===== src/rtl/shift_issue_stage.sv =====
`default_nettype none
// +----------------------------------------------------------------------------+
// | Module      : shift_issue_stage                                            |
// | Description : Registered issue stage feeding the RV64 shift unit; decodes  |
// |               shift instructions and buffers them in a 2-entry skid FIFO.  |
// | Revision    : 1.0  initial release                                         |
// +----------------------------------------------------------------------------+
module shift_issue_stage #(
   parameter int XLEN = 64
) (
   input  logic            clk,
   input  logic            reset,
   input  logic            flush,
   input  logic            in_valid,
   output logic            in_ready,
   input  logic [31:0]     in_instr,
   input  logic [XLEN-1:0] in_rs1,
   input  logic [XLEN-1:0] in_rs2,
   input  logic [XLEN-1:0] in_alt,
   output logic            out_valid,
   input  logic            out_ready,
   output logic [XLEN-1:0] out_A,
   output logic [XLEN-1:0] out_B,
   output logic [XLEN-1:0] out_C,
   output logic [1:0]      out_ShiftFn,
   output logic            out_ExtWord,
   output logic            out_illegal
);

   localparam logic [6:0] C_OP_IMM    = 7'b0010011;
   localparam logic [6:0] C_OP_IMM_32 = 7'b0011011;
   localparam logic [6:0] C_OP        = 7'b0110011;
   localparam logic [6:0] C_OP_32     = 7'b0111011;

   typedef struct packed {
      logic [XLEN-1:0] a;
      logic [XLEN-1:0] b;
      logic [XLEN-1:0] c;
      logic [1:0]      shiftFn;
      logic            extWord;
      logic            illegal;
   } entry_t;

   logic [6:0] w_opcode;
   logic [2:0] w_funct3;
   logic [6:0] w_funct7;
   logic       w_isImm;
   logic       w_isImm32;
   logic       w_isReg;
   logic       w_isShift;
   logic       w_funct7Ok;
   logic       w_illegal;
   logic [1:0] w_rawFn;
   entry_t     w_newEntry;
   logic       w_unusedFields;

   assign w_opcode       = in_instr[6:0];
   assign w_funct3       = in_instr[14:12];
   assign w_funct7       = in_instr[31:25];
   assign w_unusedFields = ^{in_instr[19:15], in_instr[11:7]};

   assign w_isImm    = (w_opcode == C_OP_IMM);
   assign w_isImm32  = (w_opcode == C_OP_IMM_32);
   assign w_isReg    = (w_opcode == C_OP) || (w_opcode == C_OP_32);
   assign w_isShift  = (w_isImm || w_isImm32 || w_isReg) &&
                       ((w_funct3 == 3'b001) || (w_funct3 == 3'b101));
   assign w_funct7Ok = (w_funct7 == 7'b0000000) || (w_funct7 == 7'b0100000);

   always_comb begin
      w_rawFn = 2'b00;
      if (w_isShift) begin
         w_rawFn = (w_funct3 == 3'b001) ? 2'b01 : (in_instr[30] ? 2'b11 : 2'b10);
      end
   end

   // Only the shamt field width differs between the immediate forms
   always_comb begin
      w_illegal = 1'b0;
      if (w_isShift) begin
         if (w_isImm) begin
            w_illegal = (in_instr[31:26] != 6'b000000) && (in_instr[31:26] != 6'b010000);
         end else if (w_isImm32) begin
            w_illegal = in_instr[25] || !w_funct7Ok;
         end else begin
            w_illegal = !w_funct7Ok;
         end
      end
   end

   always_comb begin
      w_newEntry.a       = in_rs1;
      w_newEntry.c       = in_alt;
      w_newEntry.b       = in_rs2;
      w_newEntry.extWord = w_isImm32 || (w_opcode == C_OP_32);
      w_newEntry.illegal = w_illegal;
      w_newEntry.shiftFn = w_illegal ? 2'b00 : w_rawFn;
      if (w_isShift && w_isImm) begin
         w_newEntry.b = {{(XLEN-6){1'b0}}, in_instr[25:20]};
      end else if (w_isShift && w_isImm32) begin
         w_newEntry.b = {{(XLEN-5){1'b0}}, in_instr[24:20]};
      end
   end

   entry_t r_out;
   entry_t r_skid;
   logic   r_outValid;
   logic   r_skidValid;
   logic   r_inReady;

   logic w_accept;
   logic w_pop;
   logic w_outValidNext;
   logic w_skidValidNext;
   logic w_loadOutNew;
   logic w_loadOutSkid;
   logic w_loadSkid;

   assign w_accept = in_valid && r_inReady;
   assign w_pop    = r_outValid && out_ready;

   // SKID is only drained into OUT, so order is preserved; accept is never
   // possible while SKID is full because in_ready is low then.
   always_comb begin
      w_outValidNext  = r_outValid;
      w_skidValidNext = r_skidValid;
      w_loadOutNew    = 1'b0;
      w_loadOutSkid   = 1'b0;
      w_loadSkid      = 1'b0;
      if (!r_outValid || w_pop) begin
         if (r_skidValid) begin
            w_loadOutSkid   = 1'b1;
            w_outValidNext  = 1'b1;
            w_skidValidNext = 1'b0;
         end else if (w_accept) begin
            w_loadOutNew   = 1'b1;
            w_outValidNext = 1'b1;
         end else begin
            w_outValidNext = 1'b0;
         end
      end else if (w_accept) begin
         w_loadSkid      = 1'b1;
         w_skidValidNext = 1'b1;
      end
   end

   always_ff @(posedge clk) begin
      if (reset) begin
         r_out       <= '0;
         r_skid      <= '0;
         r_outValid  <= 1'b0;
         r_skidValid <= 1'b0;
         r_inReady   <= 1'b1;
      end else if (flush) begin
         r_outValid  <= 1'b0;
         r_skidValid <= 1'b0;
         r_inReady   <= 1'b1;
      end else begin
         r_outValid  <= w_outValidNext;
         r_skidValid <= w_skidValidNext;
         r_inReady   <= !w_skidValidNext;
         if (w_loadOutNew) begin
            r_out <= w_newEntry;
         end else if (w_loadOutSkid) begin
            r_out <= r_skid;
         end
         if (w_loadSkid) begin
            r_skid <= w_newEntry;
         end
      end
   end

   assign in_ready    = r_inReady;
   assign out_valid   = r_outValid;
   assign out_A       = r_out.a;
   assign out_B       = r_out.b;
   assign out_C       = r_out.c;
   assign out_ShiftFn = r_out.shiftFn;
   assign out_ExtWord = r_out.extWord;
   assign out_illegal = r_out.illegal;

endmodule
`default_nettype wire

===== config.mk =====
export PLATFORM = sky130hd
export DESIGN_NAME = shift_issue_stage
export DESIGN_NICKNAME = d
export VERILOG_FILES = /design/src/rtl/shift_issue_stage.sv
export SDC_FILE = /design/constraint.sdc
export NUM_CORES = 1
export LEC_CHECK = 0
export ABC_CLOCK_PERIOD_IN_PS = 1700
export CORE_UTILIZATION = 44
export DETAILED_ROUTE_END_ITERATION = 7
export GPL_TIMING_DRIVEN = 0
export PLACE_DENSITY = 0.86
export SYNTH_ARGS = -nofsm -noshare
export SYNTH_HDL_FRONTEND = slang
export SYNTH_SLANG_ARGS = --single-unit

===== constraint.sdc =====
create_clock -name clk -period 1.7 [get_ports clk]
set_clock_uncertainty 0.15 [all_clocks]
set_input_delay 0.255 -clock clk [delete_from_list [all_inputs] [get_ports clk]]
set_output_delay 0.255 -clock clk [all_outputs]
set_load 0.03 [all_outputs]

* After elaboration in Yosys (flattened, before gate mapping) *
Index checks and enable logic that the tools add are counted.

operators by class
  reduce and logical (&&, ||, !) cells = 23
  equality and inequality tests = 8
  bitwise logic cells = 1
  mux-type cells = 20

operator list
  operator                                                                  number
  196-bit two-way mux                                                       2
  64-bit two-way mux                                                        2
  7-bit by 6-bit equality test with 1-bit output (second input constant)    3
  7-bit by 5-bit equality test with 1-bit output (second input constant)    2
  1-bit two-way mux                                                         13
  1-bit logical OR                                                          8
  7-bit zero test                                                           1
  1-bit logical AND                                                         6
  2-bit two-way mux                                                         3
  6-bit by 5-bit inequality test with 1-bit output (second input constant)  1
  6-bit nonzero test                                                        1
  2-bit AND reduction                                                       2
  3-bit by 1-bit equality test with 1-bit output (second input constant)    1
  3-bit equality test (second input constant)                               1
  1-bit zero test                                                           3
  2-bit nonzero test                                                        1
  2-bit OR reduction                                                        1
  1-bit NOT                                                                 1

storage, ports and cells
  flip-flop bits (word level) = 395
  bits of input ports = 229
  output and inout port bits = 198

* Longest topological paths before layout *
Gate-level depths: netlist of the first run.

  depth in word-level cells = 9
  depth in mapped cells = 7
  depth with buffers taken out = 4

* Worst setup path after synthesis of the first run *
Ideal clock, no wire load.

  kind = register to register
  start = reg r_inReady (netlist: in_ready)
  end = reg r_skid[137] (netlist bit)
  clock period less this slack = 1.891 ns
  buffers on the path = 3
  data arrival time = 1.609 ns
  stages on the path, launching flop included = 8
  setup slack = -0.191 ns
  path through = dfxtp_1 nand2_1 or3_1 buf_2 buf_2 clkbuf_1 nand2_1 a21oi_1

between the ends
  word-level cells in the longest chain between the ends = 4

ends and longest elaborated chain
  element                        line  RTL
  from (decl)                    108   logic r_inReady;
  from (signal assigned)         160   r_inReady <= !w_skidValidNext;
  1-bit logical AND              118   assign w_accept = in_valid && r_inReady;
  1-bit two-way mux              140   end else if (w_accept) begin
  1-bit two-way mux              129   if (!r_outValid || w_pop) begin
  2-bit AND reduction (no line)  --
  to (signal assigned)           167   r_skid <= w_newEntry;
  to (decl)                      105   entry_t r_skid;

No other way between the ends.
A chain may end at the register's enable or synchronous reset.

* Final worst setup path of the first run *
  start = reg r_inReady (netlist: in_ready)
  end = reg r_out, in the netlist out_C[31]

between the ends
  word-level cells in the longest chain between the ends = 6
  elaborated cells between the ends (all ways) = 7
  classes of those cells = 4 x mux; 3 x reduce/logical

ends and longest elaborated chain
  element                        line  RTL
  1-bit logical AND (*)          118
  1-bit two-way mux (*)          134   end else if (w_accept) begin
  1-bit two-way mux (*)          130   if (r_skidValid) begin
  1-bit two-way mux (*)          129
  2-bit nonzero test (no line)   --
  2-bit AND reduction (no line)  --
  to (signal assigned)           162   r_out <= w_newEntry;
  to (signal assigned)           164   r_out <= r_skid;
  to (decl)                      104   entry_t r_out;

Every way passes the cells marked *; elsewhere a longest branch is shown, timed or not.

==> results by stage, run 1 <==
Clocking:
- The clock tree from TritonCTS is built.
- In this run the number of H-tree levels came out at 2.
- Counting along the longest clock path gives a buffer depth of 3.
- The clock network latency to the later pin of the worst-skew pair is 0.55 ns.
- The clock drives 395 sinks.
- The CTS root buffer is sky130_fd_sc_hd__clkbuf_16.
- TritonCTS created between 40 and 50 clock buffers.
- The clock input transition at the sequential cells of the worst setup and hold paths is around 0.08 ns.

Floorplan:
- The die area is 36,000 um2.
- The initial standard-cell utilization of the core is 0.447.
- The floorplan has 68 rows.
- The core footprint is 34,600 um2.
- The vertical die dimension is between 150 and 200 um.
- 427 I/O pins were placed.
- The die is about 190 um wide.

Placement:
- Summed over all nets, the half-perimeter wirelength after detailed placement is a little under 40,000 um.
- The number of I/O port buffers is 415.
- Once placement completed, the tool counted placed cells totaling 2,843.
- Routability-driven placement finished with a final weighted congestion of approximately 0.9.

Global route:
- The first global-routing pass estimated 113,000 um of wire.
- The initial antenna violation count is 9.
- The via count of the first global-routing pass is 19.5k.
- Entering global routing, the biggest net connects 15 pins.
- The overall track demand over capacity in global routing is 0.407.
- After global routing the overflow that remains totals 0.

Timing:
- Setup repair after global routing could not meet its margin everywhere.
- Headroom to the max-slew limit came out at 0.182.
- The share of the clock period used by the worst path after layout is 1.50.
- The maximum frequency from static timing analysis is between 300 and 400 MHz.
- After layout, the minimum clock period comes to 2.56 ns.
- The number of failing hold endpoints at the final stage is 0.
- For the pin with the worst max-slew slack, the measured transition is 1.23 ns.
- The number of setup violations in the final report is 472.
- The post-route worst setup slack is -0.857 ns.
- The count of final max-slew check failures was 0.

Detailed routing:
- After detailed routing, the number of remaining DRC violations is 0.
- After detailed routing, the number of vias per cell comes to 6.60.
- The first detailed-routing pass ran for 6 iterations.
- The post-detailed-routing wire length is 90,500 um.
- The initial detailed-routing violation count is 2,470.
- After detailed routing, the average wire length per cell comes to 29.3 um.
- Once detail routing completed, the nets flagged for antenna violations numbered 0.
- The via count of the routed design is 20.4k.

Setup path:
- For this run, the slowest stage of the critical path takes around 0.76 ns.
- STA puts the critical path data required time at between 1.5 and 2 ns.
- The cell with the largest stage delay on the worst path is sky130_fd_sc_hd__a311oi_2.
- The data arrival time at the worst-slack endpoint is 2.77 ns.
- The most numerous cell on the critical path is sky130_fd_sc_hd__buf_12.
- The worst setup path is of the flop to flop kind.
- The kind of end point of the critical path is a flop.
- The critical path goes through and3b_2, and2_4, buf_12, buf_12, buf_6, nand2_1, a311oi_2.
- The worst setup path is launched from a flop.
- The biggest fanout along the worst timing path is 10.

Run:
- Max-cap violations in this run came to 0.

Final layout:
- For this run, the number of standard cells in the final layout without fillers is between 3k and 4k.
- The filler cells instantiated in the layout total between 1.5k and 2k.
- Measured on the finished design, the core utilization comes to 0.836.
- After the last flow step, the layout net total stands at between 2k and 3k.
- The area added between synthesis and finish is 86.9%.
- Of the cells placed in the final design, the portion with a size suffix greater than 1 is 0.390.

Yosys:
- The cell type with the largest total area after synthesis is sky130_fd_sc_hd__dfxtp_1.
- The fraction of registers with async set/reset is 0.
- After synthesis the cells add up to 15,500 um2.
- The gate count of the mapped netlist is between 1.5k and 2k.
- By count the netlist is led by 637 x sky130_fd_sc_hd__nand2_1, 395 x sky130_fd_sc_hd__dfxtp_1, 197 x sky130_fd_sc_hd__nor2_1, 191 x sky130_fd_sc_hd__a21oi_1, 190 x sky130_fd_sc_hd__a311oi_1.
- The dominant synthesized flop cell is sky130_fd_sc_hd__dfxtp_1.
- The distinct cell type count after synthesis is 32.
- The average instance area after synthesis is 7.85 um2.
- The synthesized net count is around 2.2k.
- The most used standard cell by instance count after synthesis is sky130_fd_sc_hd__nand2_1.
- Yosys mapped a number of flops with a built-in enable equal to 0.
- The sequential element share of the synthesized area is 0.510.
- During synthesis, Yosys emitted a total of 0 warnings.
- Of the post-synthesis cell area, the dominant cell type holds 0.510.
- Yosys attributes the largest share of cell area to sky130_fd_sc_hd__dfxtp_1 51%, sky130_fd_sc_hd__nand2_1 15%, sky130_fd_sc_hd__a311oi_1 11%.
- The synthesized design contains 395 register bits.

Power and ir drop:
- In this run the power density over the cells is 851 nW/um2.
- Summed over all cells, the static leakage comes to 10.4 nW.
- The peak supply drop is roughly 0.96 mV.

Run status:
- The checks that failed: setup timing.
- The run finished, with violations left.

Min path:
- The kind of path behind the tightest hold check is input pin to flop.
sequential cells by signal, summed over array words and instances, names as in the netlist, 2 cells and up:
name,flops
out_A,64
out_B,64
out_C,64
out_ShiftFn,2
r_skid,196
final cells by class:
class	instances	area, um2	share of cell area
clock inverters	16	161	0.00557
diodes	9	22.5	0.000778
flip-flops and latches	395	7920	0.273
clock buffers	59	1280	0.0441
plain buffers	179	2080	0.0719
inverters	1	3.75	0.000130
multi-input cells	1390	10000	0.346
repair buffers	582	6900	0.238
well taps	455	569	0.0197
timing repair:
| item | in CTS | in global routing |
|---|---|---|
| resized for setup | 1242 | 440 |
| setup endpoints to repair | 590 | 524 |
| buffers inserted | 58 | 49 |
| pin swaps | 398 | 159 |
| gates cloned | 59 | 20 |
| hold buffers | 1 | 0 |
| endpoints found under the hold margin | 2 | 0 |
layout by cell type (no fill, tap or decap), types with 5 or more instances in the layout:
cell type,count
sky130_fd_sc_hd__a21oi_2,159
sky130_fd_sc_hd__a311oi_2,131
sky130_fd_sc_hd__a311oi_1,54
sky130_fd_sc_hd__clkdlybuf4s15_1,48
sky130_fd_sc_hd__buf_8,60
sky130_fd_sc_hd__nand2_4,151
sky130_fd_sc_hd__nor2_1,161
sky130_fd_sc_hd__dfxtp_1,391
sky130_fd_sc_hd__buf_12,46
sky130_fd_sc_hd__buf_16,22
sky130_fd_sc_hd__nand3_2,26
sky130_fd_sc_hd__nor2_2,35
sky130_fd_sc_hd__buf_6,60
sky130_fd_sc_hd__dlygate4sd2_1,100
sky130_fd_sc_hd__nand3_4,6
sky130_fd_sc_hd__nand2b_1,7
sky130_fd_sc_hd__clkbuf_2,11
sky130_fd_sc_hd__clkdlybuf4s15_2,47
sky130_fd_sc_hd__clkdlybuf4s50_1,217
sky130_fd_sc_hd__nand4b_1,6
sky130_fd_sc_hd__clkbuf_1,46
sky130_fd_sc_hd__nand2_2,61
sky130_fd_sc_hd__nand2_1,425
sky130_fd_sc_hd__clkinv_2,11
sky130_fd_sc_hd__diode_2,9
sky130_fd_sc_hd__nand4_1,5
sky130_fd_sc_hd__clkbuf_4,6
sky130_fd_sc_hd__buf_4,42
sky130_fd_sc_hd__clkbuf_16,88
sky130_fd_sc_hd__buf_2,8
sky130_fd_sc_hd__nand3_1,86
sky130_fd_sc_hd__a311oi_4,5
sky130_fd_sc_hd__clkbuf_8,16
sky130_fd_sc_hd__a21oi_1,30
power by group:
part | total, mW | switching (mW) | internal, mW
Combinational | 4.91 | 2.79 | 2.12
Clock | 9.85 | 4.16 | 5.69
Sequential | 9.89 | 0.286 | 9.60
Total | 24.7 | 7.24 | 17.4
logic make-up (layout without fill, tap and decap cells):
group / after synthesis / count (layout) / synth area share
compound gates: 395 / 395 / 0.176
buf+inv: 188 / 837 / 0.0514
flops: 395 / 395 / 0.510
mux: 6 / 6 / 0.00388
other cells: 0 / 9 / 0
simple gates: 989 / 989 / 0.258
worst paths after layout:
kind	to	depth (start not counted)	startpoint	slack, ns
setup / recovery	out_C[31]$_SDFFE_PP0P_	7	in_ready$_SDFF_PP1_	-0.86
hold / removal	r_skid[64]$_SDFFE_PP0P_	3	in_alt[60]	0.16
setup reg to reg	out_C[31]$_SDFFE_PP0P_	7	in_ready$_SDFF_PP1_	-0.86
hold reg to reg	r_skid[75]$_SDFFE_PP0P_	2	r_skid[75]$_SDFFE_PP0P_	0.31
stage by stage:
stage          hold slack [ns]  setup TNS, ns  setup slack (ns)  power (mW)  instance area (um2)
6_report                 0.161         -93.08            -0.857        24.7                29000
5_1_grt                  0.166        -109.48            -0.845        25.0                28900
4_1_cts                  0.136         -31.96            -0.217        23.4                26900
3_5_place_dp             0.297        -369.06             -1.08        13.2                20200
3_3_place_gp             0.291        -346.26             -1.00        13.2                20200
2_1_floorplan            0.174          -1.16           -0.0193        11.6                15500
critical path, delay by kind of cell (launching register included):
kind                   cells  cell delay, ns
AND/OR/NAND/NOR            3            0.66
flip-flops                 1            0.38
AO/OA/AOI/OAI              1            0.76
buffers and inverters      3            0.40
routing by layer:
| layer | track usage | routed length, um |
|---|---|---|
| met4 | 0.288 | 9350 |
| met5 | 0 | 14 |
| met1 | 0.442 | 29500 |
| met3 | 0.117 | 11000 |
| met2 | 0.683 | 40600 |
Note: power is estimated with default switching activity, not from simulation.
==> inputs of run 2 (changes only) <==
--- a/config.mk
+++ b/config.mk
@@ -5,7 +5,7 @@
 export SDC_FILE = /design/constraint.sdc
 export NUM_CORES = 1
 export LEC_CHECK = 0
-export ABC_CLOCK_PERIOD_IN_PS = 1700
+export CAP_MARGIN = 0
 export CORE_UTILIZATION = 44
 export DETAILED_ROUTE_END_ITERATION = 7
 export GPL_TIMING_DRIVEN = 0
==> results of run 2 <==
No change in the layout: final DEF, timing and power equal those of run 1.
